**src/rtl/params_pkg.sv**
```systemverilog
// params_pkg: shared watchdog keepalive constants and heartbeat transmitter state encoding
package params_pkg;
  localparam int WATCHDOG_SIGNATURE_BITS = 32;
  localparam logic [WATCHDOG_SIGNATURE_BITS-1:0] WATCHDOG_SIGNATURE_PATTERN = 32'hDEADBEEF;
  localparam logic [7:0] CMD_WATCHDOG = 8'h57;
  localparam int HEARTBEAT_TICKS = 1000000;
  typedef enum logic [1:0] {IDLE, SEND_CMD, SEND_SIG, DONE} hb_tx_state_e;
endpackage

```
**src/rtl/heartbeat_tick_timer.sv**
```systemverilog
// heartbeat_tick_timer: reloadable down-counter with a one-cycle expiry pulse every TICKS cycles
module heartbeat_tick_timer #(
  parameter int TICKS = 16
) (
  input  logic clk,
  input  logic rst,
  input  logic en_i,
  output logic expire_o
);
  localparam int W = $clog2(TICKS);
  localparam logic [W-1:0] RELOAD = W'(TICKS - 1);
  logic [W-1:0] cnt_q, cnt_d;
  assign expire_o = en_i && cnt_q == '0;
  always_comb cnt_d = (!en_i || expire_o) ? RELOAD : cnt_q - W'(1);
  always_ff @(posedge clk) cnt_q <= rst ? RELOAD : cnt_d;
endmodule

```
**src/rtl/control_cmd_heartbeat_tx.sv**
```systemverilog
// control_cmd_heartbeat_tx: periodic keepalive frame (opcode + signature, MSB first) onto the control byte stream
// Optional HEARTBEAT_FAULT_INJECT_EN adds an inhibit input that discards timer expiries.
module control_cmd_heartbeat_tx #(
  parameter int HEARTBEAT_TICKS = params_pkg::HEARTBEAT_TICKS,
  parameter int WATCHDOG_SIGNATURE_BITS = params_pkg::WATCHDOG_SIGNATURE_BITS,
  parameter logic [WATCHDOG_SIGNATURE_BITS-1:0] WATCHDOG_SIGNATURE_PATTERN = params_pkg::WATCHDOG_SIGNATURE_PATTERN,
  parameter logic [7:0] CMD_OPCODE = params_pkg::CMD_WATCHDOG
) (
  input  logic       clk,
  input  logic       reset,
  input  logic       enable,
  input  logic       kick,
  input  logic       tx_ready,
`ifdef HEARTBEAT_FAULT_INJECT_EN
  input  logic       inhibit,
`endif
  output logic [7:0] tx_data,
  output logic       tx_valid,
  output logic       busy,
  output logic       frame_done,
  output logic [7:0] overrun_count
);
  import params_pkg::*;
  localparam int SIGBYTES = WATCHDOG_SIGNATURE_BITS / 8;
  localparam int IW = SIGBYTES > 1 ? $clog2(SIGBYTES) : 1;
  localparam logic [IW-1:0] LAST = IW'(SIGBYTES - 1);
  hb_tx_state_e state_q, state_d;
  logic [IW-1:0] idx_q, idx_d;
  logic [7:0] data_q, data_d, ovr_q, ovr_d;
  logic valid_q, valid_d, pend_q, pend_d, expire, req, accept;
  logic [WATCHDOG_SIGNATURE_BITS-1:0] pat;
  heartbeat_tick_timer #(.TICKS(HEARTBEAT_TICKS)) u_timer (
    .clk(clk), .rst(reset), .en_i(enable), .expire_o(expire)
  );
`ifdef HEARTBEAT_FAULT_INJECT_EN
  assign req = (expire && !inhibit) || kick;
`else
  assign req = expire || kick;
`endif
  assign pat = WATCHDOG_SIGNATURE_PATTERN;
  assign accept = valid_q && tx_ready;
  always_comb begin
    state_d = state_q;
    idx_d = idx_q;
    data_d = data_q;
    valid_d = valid_q;
    ovr_d = ovr_q;
    pend_d = pend_q && enable;
    case (state_q)
      IDLE: if (req || pend_d) begin
        state_d = SEND_CMD;
        valid_d = 1'b1;
        data_d = CMD_OPCODE;
        pend_d = 1'b0;
      end
      SEND_CMD: if (accept) begin
        state_d = SEND_SIG;
        idx_d = LAST;
        data_d = pat[{LAST, 3'b000} +: 8];
      end
      SEND_SIG: if (accept) begin
        if (idx_q == '0) begin
          state_d = DONE;
          valid_d = 1'b0;
        end else begin
          idx_d = idx_q - IW'(1);
          data_d = pat[{idx_d, 3'b000} +: 8];
        end
      end
      default: state_d = IDLE;
    endcase
    // one request can wait in pending; further ones while busy are dropped and counted
    if (state_q != IDLE && req) begin
      if (!pend_d) pend_d = 1'b1;
      else if (ovr_q != 8'hFF) ovr_d = ovr_q + 8'd1;
    end
  end
  always_ff @(posedge clk) begin
    if (reset) begin
      state_q <= IDLE;
      idx_q <= '0;
      data_q <= '0;
      valid_q <= 1'b0;
      ovr_q <= '0;
      pend_q <= 1'b0;
    end else begin
      state_q <= state_d;
      idx_q <= idx_d;
      data_q <= data_d;
      valid_q <= valid_d;
      ovr_q <= ovr_d;
      pend_q <= pend_d;
    end
  end
  assign tx_data = data_q;
  assign tx_valid = valid_q;
  assign busy = state_q != IDLE;
  assign frame_done = state_q == DONE;
  assign overrun_count = ovr_q;
endmodule
```
**config.mk**
```make
export PLATFORM = sky130hd
export DESIGN_NAME = control_cmd_heartbeat_tx
export DESIGN_NICKNAME = d
export VERILOG_FILES = /design/src/rtl/params_pkg.sv /design/src/rtl/heartbeat_tick_timer.sv /design/src/rtl/control_cmd_heartbeat_tx.sv
export SDC_FILE = /design/constraint.sdc
export NUM_CORES = 1
export LEC_CHECK = 0
export ABC_AREA = 1
export CAP_MARGIN = 10
export CORE_MARGIN = 5
export CORE_UTILIZATION = 35
export CTS_CLUSTER_SIZE = 30
export DETAILED_ROUTE_END_ITERATION = 6
export PLACE_DENSITY_LB_ADDON = 0.3
export SLEW_MARGIN = 20
export SYNTH_ARGS = -nofsm -noshare
export SYNTH_HDL_FRONTEND = slang
export SYNTH_SLANG_ARGS = --single-unit
```
**constraint.sdc**
```tcl
create_clock -name clk -period 3.2 [get_ports clk]
set_clock_uncertainty 0.15 [all_clocks]
set_input_delay 0.64 -clock clk [delete_from_list [all_inputs] [get_ports clk]]
set_output_delay 0.64 -clock clk [all_outputs]
set_load 0.03 [all_outputs]
```
======== Word-level counts from Yosys, hierarchy flattened ========
Cells that the tools add are included.
word-level totals
  register bits ........................... 42
  bits of input ports ..................... 5
  output and inout bits ................... 19
cells by class
  add/sub/neg operators ................... 3
  eq/ne operators ......................... 9
  shifts and indexed selects .............. 1
  mux-type cells .......................... 21
  reductions and logical operators ........ 21
operators by type and width
  kind                                                       count
  2-to-1 mux 8 bit                                           4
  indexed part select 32 x 6 -> 8 bit, first input constant  1
  case mux 8 bit (3 select lines)                            1
  zero test 20 bit                                           1
  subtractor 20 x 1 -> 20 bit, second input constant         1
  2-to-1 mux 2 bit                                           7
  AND reduction 4 bit                                        3
  inequality test 2 bit, second input constant               5
  adder 8 x 1 -> 8 bit, second input constant                1
  inequality test 8 bit, second input constant               1
  2-to-1 mux 1 bit                                           6
  case mux 2 bit (3 select lines)                            1
  nonzero test 2 bit                                         3
  AND reduction 5 bit                                        1
  == test 2 bit, second input constant                       2
  logical AND 1 bit                                          4
  zero test 2 bit                                            2
  case mux 2 bit (2 select lines)                            1
  logical OR 1 bit                                           3
  AND reduction 3 bit                                        1
  nonzero test 3 bit                                         1
  == test 2 x 1 -> 1 bit, second input constant              1
  case mux 1 bit (2 select lines)                            1
  OR reduction 2 bit                                         1
  other kinds (2)                                            2

======== Longest topological paths before layout ========
Gate-level depths: netlist of run 1.
  depth after elaboration ................. 7
  mapped depth ............................ 11
  depth with buffers taken out ............ 11

======== By module ========
A second synthesis of run 1 with hierarchy kept.
second synthesis, totals
  cells, all modules ...................... 349
  area, all modules ....................... 2356.0 um^2
modules (own cells, without submodules)
  module                    instances  cells an instance  area each (um^2)
  control_cmd_heartbeat_tx  1          186                1283.7
  heartbeat_tick_timer      1          163                1072.3

======== Worst setup path before layout of run 1 ========
Ideal clock, no wire load.
  path type ............................... register to register
  from .................................... reg state_q[0]
  to ...................................... reg ovr_q[2], in the netlist overrun_count[2]
  setup time .............................. 0.115 ns
  arrival ................................. 1.655 ns
  setup slack ............................. 1.280 ns
  stages on the path, launching flop included .. 11
  path buffers ............................ 0
  path through ............................ dfxtp_1 > inv_1 > ha_1 > inv_1 > nand3_1 > a31oi_1 > nand2_4 > clkinv_4 > nand3_1 > nand2_1 > a21oi_2
between the ends
  cells in the longest elaborated chain, start to end .. 3
  elaborated cells between the ends (all ways) .. 5
  classes of those cells .................. mux: 1; reduce/logical: 4
RTL lines
  item                           RTL line                        text
  start: declaration             control_cmd_heartbeat_tx.sv:27  hb_tx_state_e state_q, state_d;
  start signal: assignment       control_cmd_heartbeat_tx.sv:87  state_q <= state_d;
  nonzero test 2 bit             --
  net busy                       control_cmd_heartbeat_tx.sv:19  output logic busy,
  logical AND 1 bit              control_cmd_heartbeat_tx.sv:73  if (state_q != IDLE && req) begin
  AND reduction 3 bit (no line)  --
  end signal: assignment         control_cmd_heartbeat_tx.sv:91  ovr_q <= ovr_d;
  end: declaration               control_cmd_heartbeat_tx.sv:29  logic [7:0] data_q, data_d, ovr_q, ovr_d;
The timed path passes the listed nets, and every way through them passes these cells.
A chain may end at the register's enable or synchronous reset.

======== Worst setup path in the final report of run 1 ========
  from .................................... reg state_q[0]
  to ...................................... out busy
between the ends
  cells in the longest elaborated chain, start to end .. 1
RTL lines
  item                RTL line                        text
  nonzero test 2 bit  control_cmd_heartbeat_tx.sv:97  assign busy = state_q != IDLE;
  end: declaration    control_cmd_heartbeat_tx.sv:19
No other way between the ends.

==> results.ini, run 1 <==
[synth]
syn-num-nets = 300
synthXorXnorAreaFrac = 0.0290
synth-compound-area-share = 0.109
synth_mux_area_frac = 0
synthCells = 285
synth_top_area_cell = dfxtp_1
synth-seq-area-share = 0.388
syn_area_um2 = 2110
synth_flop_cell = dfxtp_1
synth_seq_cells = 41
avgSynthCellArea_um2 = 7.42
synth_common_cells = 52 x nand2_1, 41 x dfxtp_1, 38 x nor2_1, 34 x inv_1, 20 x nand3_1
ys_warn_count = 0
synth.most_common_cell = nand2_1
post_synth_and_or_nand_nor_area_fraction = 0.334
synth_edf_count = 0
synth_cell_types = 32
synthAdderAreaFrac = 0.0592
synthArstFlopShare = 0
synth_top_family_by_area = simple AND/OR/NAND/NOR gates
synth_top_area_frac = 0.388
synth_area_leaders = dfxtp_1 39%, nand2_1 9.2%, nor2_1 6.7%, inv_1 6.0%, ha_1 5.9%

[flow_run]
drv_cap = 0

[timing]
fin_setup_tns_ns = 0
relSlewSlack = 0.673
hold_viol_final = 0
max_freq_mhz = 370
worstMarginPinSlew_ns = 0.486
period_needed_ns = 2.70
fin_crit_sh = 0.844
rsz0062_at_grt = no
slew_viol_final = 0
holdWs_ns = 0.282
finalSetupViolCount = 0

[detailed_routing]
ant_nets = 0
wl_met2_um = 1980
drtIter0Drc = 47
routed_wl_um = 4310
m1WireLength_um = 2110
routed-wl-met3_um = 136
wl_per_cell_um = 11.1
dr.pass1.iters = 4
drcViolationCount = 0
via_count = 1819
top_layer = met4
viasPerCell = 4.68

[die]
die_h_um = 87.7
rows = 28
die_area_um2 = 7700
start_util = 0.359
core_um2 = 5890
io_pins = 24
die_x_um = 87.7

[outcome]
run_status = finished, final reports clean

[pwr]
ir_drop_mv = 0.513
power_leakage_nw = 1.10
p_int_mw = 1.11
pwr-share-seq = 0.351
netSwitchingPower_mw = 0.700
combinationalPowerShare = 0.407
switching_share = 0.386
power_density_nw_per_um2 = 713
pwr-share-clk = 0.243

[clock_network]
cts_hold_buf = 0
htree_num_levels = 2
clock_latency_ns = 0.30
clkTransAtPathRegs_ns = 0.08
cts_tree = built
cts_setup_buffers = 0
clockRootBuffer = clkbuf_8
cts_num_sinks = 41
cts_buffers = 5
clk_path_buf_depth = 2
ctsResizeCount = 0

[cells_and_area]
nets = 328
drive_gt1_frac = 0.121
num-fill-cells = 646
diodes = 0
area_growth_pct = 20.4

[worst_setup_path]
crit_required_ns = 2.41
arrival_ns = 1.91
critical_path.endpoint_type = output pin
path_max_fanout = 5
path_class = reg2out
cp-start-kind = register

[global_route]
grt_pass1_vias = 1757
gr-total-overflow = 0
antenna_found_initial = 0
grt_pass1_wl_um = 7600
grt_usage = 0.125
grt_start_max_net_pins = 16

[place]
place_hpwl_um = 3230
port_buffers = 23
gp_congestion = 0.867

[min_path]
hp-class = reg2reg

metrics by stage:
step           setup WS [ns]  cell area [um^2]   util  power (mW)  cells
2_1_floorplan           1.28              2110      -        1.18    285
5_1_grt                0.385              2540  0.432        1.96    389
3_5_place_dp           0.737              2430  0.413        1.39    381
6_report               0.500              2540  0.432        1.81    389
4_1_cts                0.472              2540  0.432        1.84    389
3_3_place_gp           0.761              2430  0.413        1.38    381
state kept, by name, indices dropped and copies added, names as in the netlist:
name           cells
idx_q              2
overrun_count      8
state_q            2
tx_valid           1
pend_q             1
u_timer.cnt_q     20
tx_data            7
path summary, 6_finish.rpt:
| kind | start | endpoint | slack, ns | cells past startpoint |
|---|---|---|---|---|
| max | state_q[0]$_SDFFE_PP0P_ | busy | 0.50 | 4 |
| min | u_timer.cnt_q[0]$_SDFF_PP1_ | u_timer.cnt_q[0]$_SDFF_PP1_ | 0.28 | 1 |
| max reg2reg | state_q[0]$_SDFFE_PP0P_ | tx_data[4]$_SDFFE_PP0P_ | 1.14 | 8 |
| min reg2reg | u_timer.cnt_q[0]$_SDFF_PP1_ | u_timer.cnt_q[0]$_SDFF_PP1_ | 0.28 | 1 |
layout by cell type (no fill, tap or decap), types with 3 or more instances in the layout:
cell,instances
nand2_1,52
nand2_2,6
dfxtp_1,41
o21ai_0,11
nor2_2,6
xnor2_1,5
clkbuf_8,6
ha_1,10
nor2_4,3
inv_1,34
o21ai_1,3
a21oi_1,17
nor3_1,7
nor2_1,38
a21oi_2,3
inv_2,4
nand4_1,3
clkdlybuf4s50_1,23
nand3_1,20
critical path: stages, from the launching register on:
cell and delay [ns]:
dfxtp_1 0.39, inv_1 0.10, ha_1 0.26, inv_1 0.16
clkdlybuf4s50_1 0.70
kinds of logic after synthesis:
logic type	count (synthesis)
buffers and inverters	42
XOR/XNOR	7
adder cells (fa/ha/maj)	10
AND/OR/NAND/NOR	144
AO/OA/AOI/OAI	41
flip-flops	41
routing by layer:
layer | GRT usage | vias to the layer above
met5 | 0 | -
met2 | 0.203 | 26
li1 | - | 975
met1 | 0.153 | 810
met3 | 0.0301 | 8
met4 | 0.0628 | 0
final cells by class:
type	count	area, um^2	area share
Tap cell	75	93.8	0.0369
Multi-Input combinational cell	202	1120	0.442
Clock inverter	1	30.0	0.0118
Timing Repair Buffer	24	238	0.0934
Clock buffer	7	86.3	0.0339
Sequential cell	41	821	0.323
Inverter	39	151	0.0595
power by group through the flow:
stage | Sequential (mW) | Combinational (mW) | Clock [mW]
CTS | 0.638 | 0.746 | 0.455
floorplan | 0.729 | 0.449 | 0
detailed placement | 0.648 | 0.741 | 0
global route | 0.650 | 0.832 | 0.475
finish | 0.636 | 0.739 | 0.440
global placement | 0.648 | 0.736 | 0
Power figures use the tool's default switching activity.
==> run 2: changes to the inputs <==
==> constraint.sdc (replaced) <==
create_clock -name clk -period 2.7 [get_ports clk]
set_clock_uncertainty 0.15 [all_clocks]
set_input_delay 0.54 -clock clk [delete_from_list [all_inputs] [get_ports clk]]
set_output_delay 0.54 -clock clk [all_outputs]
set_load 0.03 [all_outputs]
==> run 2 against run 1 <==
Core utilization up 0.30 points. Combinational power up 19%. Routed wire length up 3.1%. First-iteration DRC count increased by 19%. Total power is 19% higher. Clock-buffer cell count stayed put. Via count down 0.93%. Register-to-register slack got worse by 0.49 ns. Global-route usage up 0.15 points. Sequential share of layout area is 0.22 points lower. Critical endpoint is now frame_done.
==> results.ini, run 2 (synthesis results as in run 1) <==
[clock_network]
cts_buffers = 5  ; unchanged
cts_tree = built
clock_latency_ns = 0.29  ; about the same
cts_hold_buf = 0  ; unchanged
clk_path_buf_depth = 2  ; unchanged
ctsResizeCount = 0  ; unchanged
cts_num_sinks = 41  ; unchanged
clockRootBuffer = clkbuf_8
cts_setup_buffers = 0  ; unchanged
htree_num_levels = 2  ; unchanged
clkTransAtPathRegs_ns = 0.08  ; about the same

[die]
rows = 28  ; unchanged
io_pins = 24  ; unchanged
die_x_um = 87.7  ; unchanged
die_h_um = 87.7  ; unchanged
core_um2 = 5890  ; unchanged
die_area_um2 = 7700  ; unchanged
start_util = 0.359  ; unchanged

[place]
place_hpwl_um = 3250  ; +0.69%
gp_congestion = 0.809  ; -6.6%
post_dp_cell_area_um2 = 2440  ; +0.62%
dp.cells = 383  ; +0.52%
pre_cts_slack_ns = 0.406  ; -0.331 ns
port_buffers = 23  ; unchanged

[worst_setup_path]
crit_required_ns = 2.01  ; -0.40 ns
cp-start-kind = register
r2r_slack_ns = 0.65  ; -0.49 ns
crit_end = frame_done
arrival_ns = 1.55  ; -0.36 ns
rr_endpoint = tx_data[5]$_SDFFE_PP0P_
path_max_fanout = 4  ; -1
path_class = reg2out
reg2reg_depth = 8  ; unchanged
critical_path.endpoint_type = output pin
r2r_start = state_q[0]$_SDFFE_PP0P_
cp-startpoint = state_q[1]$_SDFFE_PP0P_

[timing]
fin_setup_tns_ns = 0  ; unchanged
rsz0062_at_grt = no
fin_crit_sh = 0.830
finalSetupViolCount = 0  ; unchanged
slew_viol_final = 0  ; unchanged
max_freq_mhz = 446
setup_slack_ns = 0.460  ; -0.0403 ns
relSlewSlack = 0.684  ; +0.0111
hold_viol_final = 0  ; unchanged
period_needed_ns = 2.24
worstMarginPinSlew_ns = 0.470  ; -0.0165 ns
holdWs_ns = 0.285  ; +0.00350 ns

[min_path]
hp-start = u_timer.cnt_q[0]$_SDFF_PP1_
hp-class = reg2reg

[cells_and_area]
top_register = u_timer.cnt_q
largest_reg_flops = 20  ; unchanged
design_area_um2 = 2560  ; +0.69%
multi_input_comb_area_um2 = 1120  ; unchanged
final_common_cell = nand2_1
nets = 330  ; +0.61%
diodes = 0  ; unchanged
seqCellArea_um2 = 821  ; unchanged
drive_gt1_frac = 0.127  ; +0.00556
final_cells = 391  ; +0.51%
utilization = 0.435  ; +0.00298
num-fill-cells = 605  ; -6.3%
layout_common_cells = 52 x nand2_1, 41 x dfxtp_1, 38 x nor2_1
area_growth_pct = 21.2

[detailed_routing]
routed_wl_um = 4450  ; +3.1%
wl_per_cell_um = 11.4  ; +2.6%
via_count = 1802  ; -0.93%
drcViolationCount = 0  ; unchanged
dr.pass1.iters = 4  ; unchanged
viasPerCell = 4.61  ; -1.4%
ant_nets = 0  ; unchanged
drtIter0Drc = 56  ; +19%

[pwr]
finalPower_mw = 2.16  ; +19%
p_int_mw = 1.32  ; +19%
pwr-share-seq = 0.351  ; about the same
netSwitchingPower_mw = 0.832  ; +19%
power_density_nw_per_um2 = 841  ; +18%
switching_share = 0.386  ; about the same
ir_drop_mv = 0.724  ; +41%
combinationalPowerShare = 0.409  ; +0.002
power_leakage_nw = 1.12  ; +1.8%
pwr-share-clk = 0.239  ; -0.004

[global_route]
grt_start_max_net_pins = 16  ; unchanged
grt_usage = 0.126  ; +0.00146
grt_busiest_layer = met2
antenna_found_initial = 0  ; unchanged
met3_usage = 0.0376  ; +0.00753
grt_pass1_wl_um = 7660  ; +0.83%
gr-total-overflow = 0  ; unchanged
grt_pass1_vias = 1749  ; -0.46%
use_met2 = 0.198  ; -0.00548
grtUsageMet1 = 0.161  ; +0.00777

[flow_run]
drv_cap = 0  ; unchanged

[outcome]
run_status = finished, final reports clean

==> run 2: critical path, cell delays in order (launching register included) <==
cell	delay, ns
dfxtp_1	0.39
ha_1	0.19
clkdlybuf4s50_1	0.68
==> run 2: layout make-up <==
type / count / share of cell area
Clock buffer: 7 / 0.0337
Clock inverter: 1 / 0.0117
Inverter: 39 / 0.0591
Multi-Input combinational cell: 202 / 0.439
Sequential cell: 41 / 0.320
Tap cell: 75 / 0.0366
Timing Repair Buffer: 26 / 0.0996
==> run 2: worst min path at each step <==
stage,endpoint,depth (start not counted),slack [ns]
2_1_floorplan,u_timer.cnt_q[0]$_SDFF_PP1_,1,0.24
3_3_place_gp,u_timer.cnt_q[0]$_SDFF_PP1_,1,0.26
3_5_place_dp,u_timer.cnt_q[0]$_SDFF_PP1_,1,0.27
4_1_cts,u_timer.cnt_q[0]$_SDFF_PP1_,1,0.29
5_1_grt,u_timer.cnt_q[0]$_SDFF_PP1_,1,0.31
6_report,u_timer.cnt_q[0]$_SDFF_PP1_,1,0.29
==> run 2: power by group through the flow <==
stage                     clock network, mW  logic, mW  registers [mW]
after CTS                             0.535      0.896           0.757
after floorplan                           0      0.532           0.864
after global placement                    0      0.878           0.769
after detailed placement                  0      0.883           0.767
after global routing                  0.559      0.990           0.770
final                                 0.516      0.883           0.757
==> run 2: layer usage <==
metal	share of wire	up-vias
met5	0	-
met4	0.019	0
met3	0.034	6
met2	0.45	32
met1	0.50	787
li1	-	977
==> run 3: changes to the inputs <==
==> constraint.sdc (replaced) <==
create_clock -name clk -period 2.35 [get_ports clk]
set_clock_uncertainty 0.15 [all_clocks]
set_input_delay 0.47 -clock clk [delete_from_list [all_inputs] [get_ports clk]]
set_output_delay 0.47 -clock clk [all_outputs]
set_load 0.03 [all_outputs]
==> run 3 against run 2 <==
Cell area up 0.44%. Routed wire length down 1.8%. Setup slack worse by 0.27 ns.
==> results.ini, run 3 (synthesis results as in run 1) <==
[outcome]
run_status = finished, final reports clean

[clock_network]
htree_num_levels = 2  ; unchanged
clkTransAtPathRegs_ns = 0.08  ; about the same
clk_path_buf_depth = 2  ; unchanged
cts_num_sinks = 41  ; unchanged
cts_tree = built
cts_setup_buffers = 0  ; unchanged
cts_buffers = 5  ; unchanged
clockRootBuffer = clkbuf_8
clock_latency_ns = 0.29  ; about the same

[timing]
worstMarginPinSlew_ns = 0.324  ; -0.146 ns
max_freq_mhz = 464
relSlewSlack = 0.783  ; +0.0990
hold_viol_final = 0  ; unchanged
rsz0062_at_grt = no
fin_setup_tns_ns = 0  ; unchanged
period_needed_ns = 2.16
fin_crit_sh = 0.918
slew_viol_final = 0  ; unchanged
finalSetupViolCount = 0  ; unchanged

[global_route]
grt_start_max_net_pins = 16  ; unchanged
grt_usage = 0.127  ; +0.000873
gr-total-overflow = 0  ; unchanged
grt_pass1_wl_um = 7870  ; +2.8%
grt_pass1_vias = 1776  ; +1.5%
antenna_found_initial = 0  ; unchanged

[pwr]
power_density_nw_per_um2 = 970  ; +15%
pwr-share-seq = 0.347  ; -0.004
combinationalPowerShare = 0.420  ; +0.011
ir_drop_mv = 0.706  ; -2.5%
netSwitchingPower_mw = 0.951  ; +14%
pwr-share-clk = 0.233  ; -0.006
switching_share = 0.381  ; -0.00522
power_leakage_nw = 1.12  ; about the same
p_int_mw = 1.55  ; +17%

[worst_setup_path]
arrival_ns = 1.54  ; about the same
cp-start-kind = register
critPathMaxStageDelay_ns = 0.67  ; about the same
path_class = reg2out
crit_required_ns = 1.73  ; -0.28 ns
path_max_fanout = 4  ; unchanged
crit_slowest_cell = clkdlybuf4s50_1
reg2reg_depth = 9  ; +1
critical_path.endpoint_type = output pin
crit_chain = ha_1 -> clkdlybuf4s50_1

[detailed_routing]
wl_per_cell_um = 11.1  ; -2.3%
ant_nets = 0  ; unchanged
routed_wl_um = 4370  ; -1.8%
drtIter0Drc = 88  ; +57%
viasPerCell = 4.66  ; +1.1%
drcViolationCount = 0  ; unchanged
dr.pass1.iters = 5  ; +1
via_count = 1831  ; +1.6%

[cells_and_area]
largest_reg_flops = 20  ; unchanged
num-fill-cells = 605  ; unchanged
final_common_cell = nand2_1
multi_input_comb_area_um2 = 1120  ; unchanged
drive_gt1_frac = 0.132  ; +0.00549
nets = 332  ; +0.61%
diodes = 0  ; unchanged
top_register = u_timer.cnt_q
layout_common_cells = 52 x nand2_1, 41 x dfxtp_1, 38 x nor2_1
final_cells = 393  ; +0.51%
area_growth_pct = 21.7
seqCellArea_um2 = 821  ; unchanged

[die]
die_h_um = 87.7  ; unchanged
die_x_um = 87.7  ; unchanged
io_pins = 24  ; unchanged
rows = 28  ; unchanged
die_area_um2 = 7700  ; unchanged
start_util = 0.359  ; unchanged
core_um2 = 5890  ; unchanged

[min_path]
whs_path_depth = 1  ; unchanged
hp-class = reg2reg

[place]
place_hpwl_um = 3300  ; +1.6%
port_buffers = 23  ; unchanged
dp.cells = 385  ; +0.52%
gp_congestion = 0.774  ; -4.3%

[flow_run]
drv_cap = 0  ; unchanged

## run 3: path summary, 6_finish.rpt
path                                                     from                       endpoint  slack, ns
worst max-delay path                  state_q[0]$_SDFFE_PP0P_                     frame_done       0.19
worst min-delay path              u_timer.cnt_q[0]$_SDFF_PP1_    u_timer.cnt_q[0]$_SDFF_PP1_       0.28
worst max register to register  overrun_count[1]$_SDFFE_PP0P_  overrun_count[2]$_SDFFE_PP0P_       0.45
worst min register to register    u_timer.cnt_q[0]$_SDFF_PP1_    u_timer.cnt_q[0]$_SDFF_PP1_       0.28
## run 3: cell type report
| cell class | count | share of cell area |
|---|---|---|
| clock buffer | 7 | 0.0335 |
| multi-input combinational | 202 | 0.437 |
| sequential | 41 | 0.319 |
| tap | 75 | 0.0365 |
| inverter | 39 | 0.0588 |
| clock inverter | 1 | 0.0117 |
| timing repair buffer | 28 | 0.104 |
## run 3: per-stage QoR
step / hold slack, ns / power (mW) / area, um^2 / setup slack, ns / utilization
6_report: 0.282 / 2.50 / 2570 / 0.193 / 0.437
5_1_grt: 0.321 / 2.69 / 2570 / 0.131 / 0.437
4_1_cts: 0.282 / 2.53 / 2570 / 0.171 / 0.437
3_5_place_dp: 0.262 / 1.94 / 2460 / 0.272 / 0.418
3_3_place_gp: 0.263 / 1.93 / 2460 / 0.288 / 0.418
2_1_floorplan: 0.239 / 1.60 / 2110 / 0.430 / -
## run 3: repair_timing
item / CTS / global route
endpoints found under the setup margin: 1 / 0
resized for setup: 1 / 0
hold buffers: 0 / 0
endpoints found under the hold margin: 0 / 0
## run 3: per-layer routing
layer / GRT usage / share of wire / vias up
met2: 0.210 / 0.47 / 37
met4: 0.0377 / 0.011 / 0
met1: 0.162 / 0.49 / 816
met3: 0.0348 / 0.036 / 4
li1: - / - / 974
met5: 0 / 0 / -
## run 3: worst max-delay path: cells and delay by family (launching register included)
kind | cells | cell delay (ns)
adder cells (fa/ha/maj) | 1 | 0.19
buffers and inverters | 1 | 0.67
flip-flops | 1 | 0.38
## run 3: power by group through the flow
stage               registers, mW  clock network [mW]  logic (mW)
finish                      0.866               0.582        1.05
CTS                         0.865               0.602        1.06
floorplan                   0.993                   0       0.611
detailed placement          0.880                   0        1.06
global route                0.880               0.636        1.18
global placement            0.881                   0        1.05
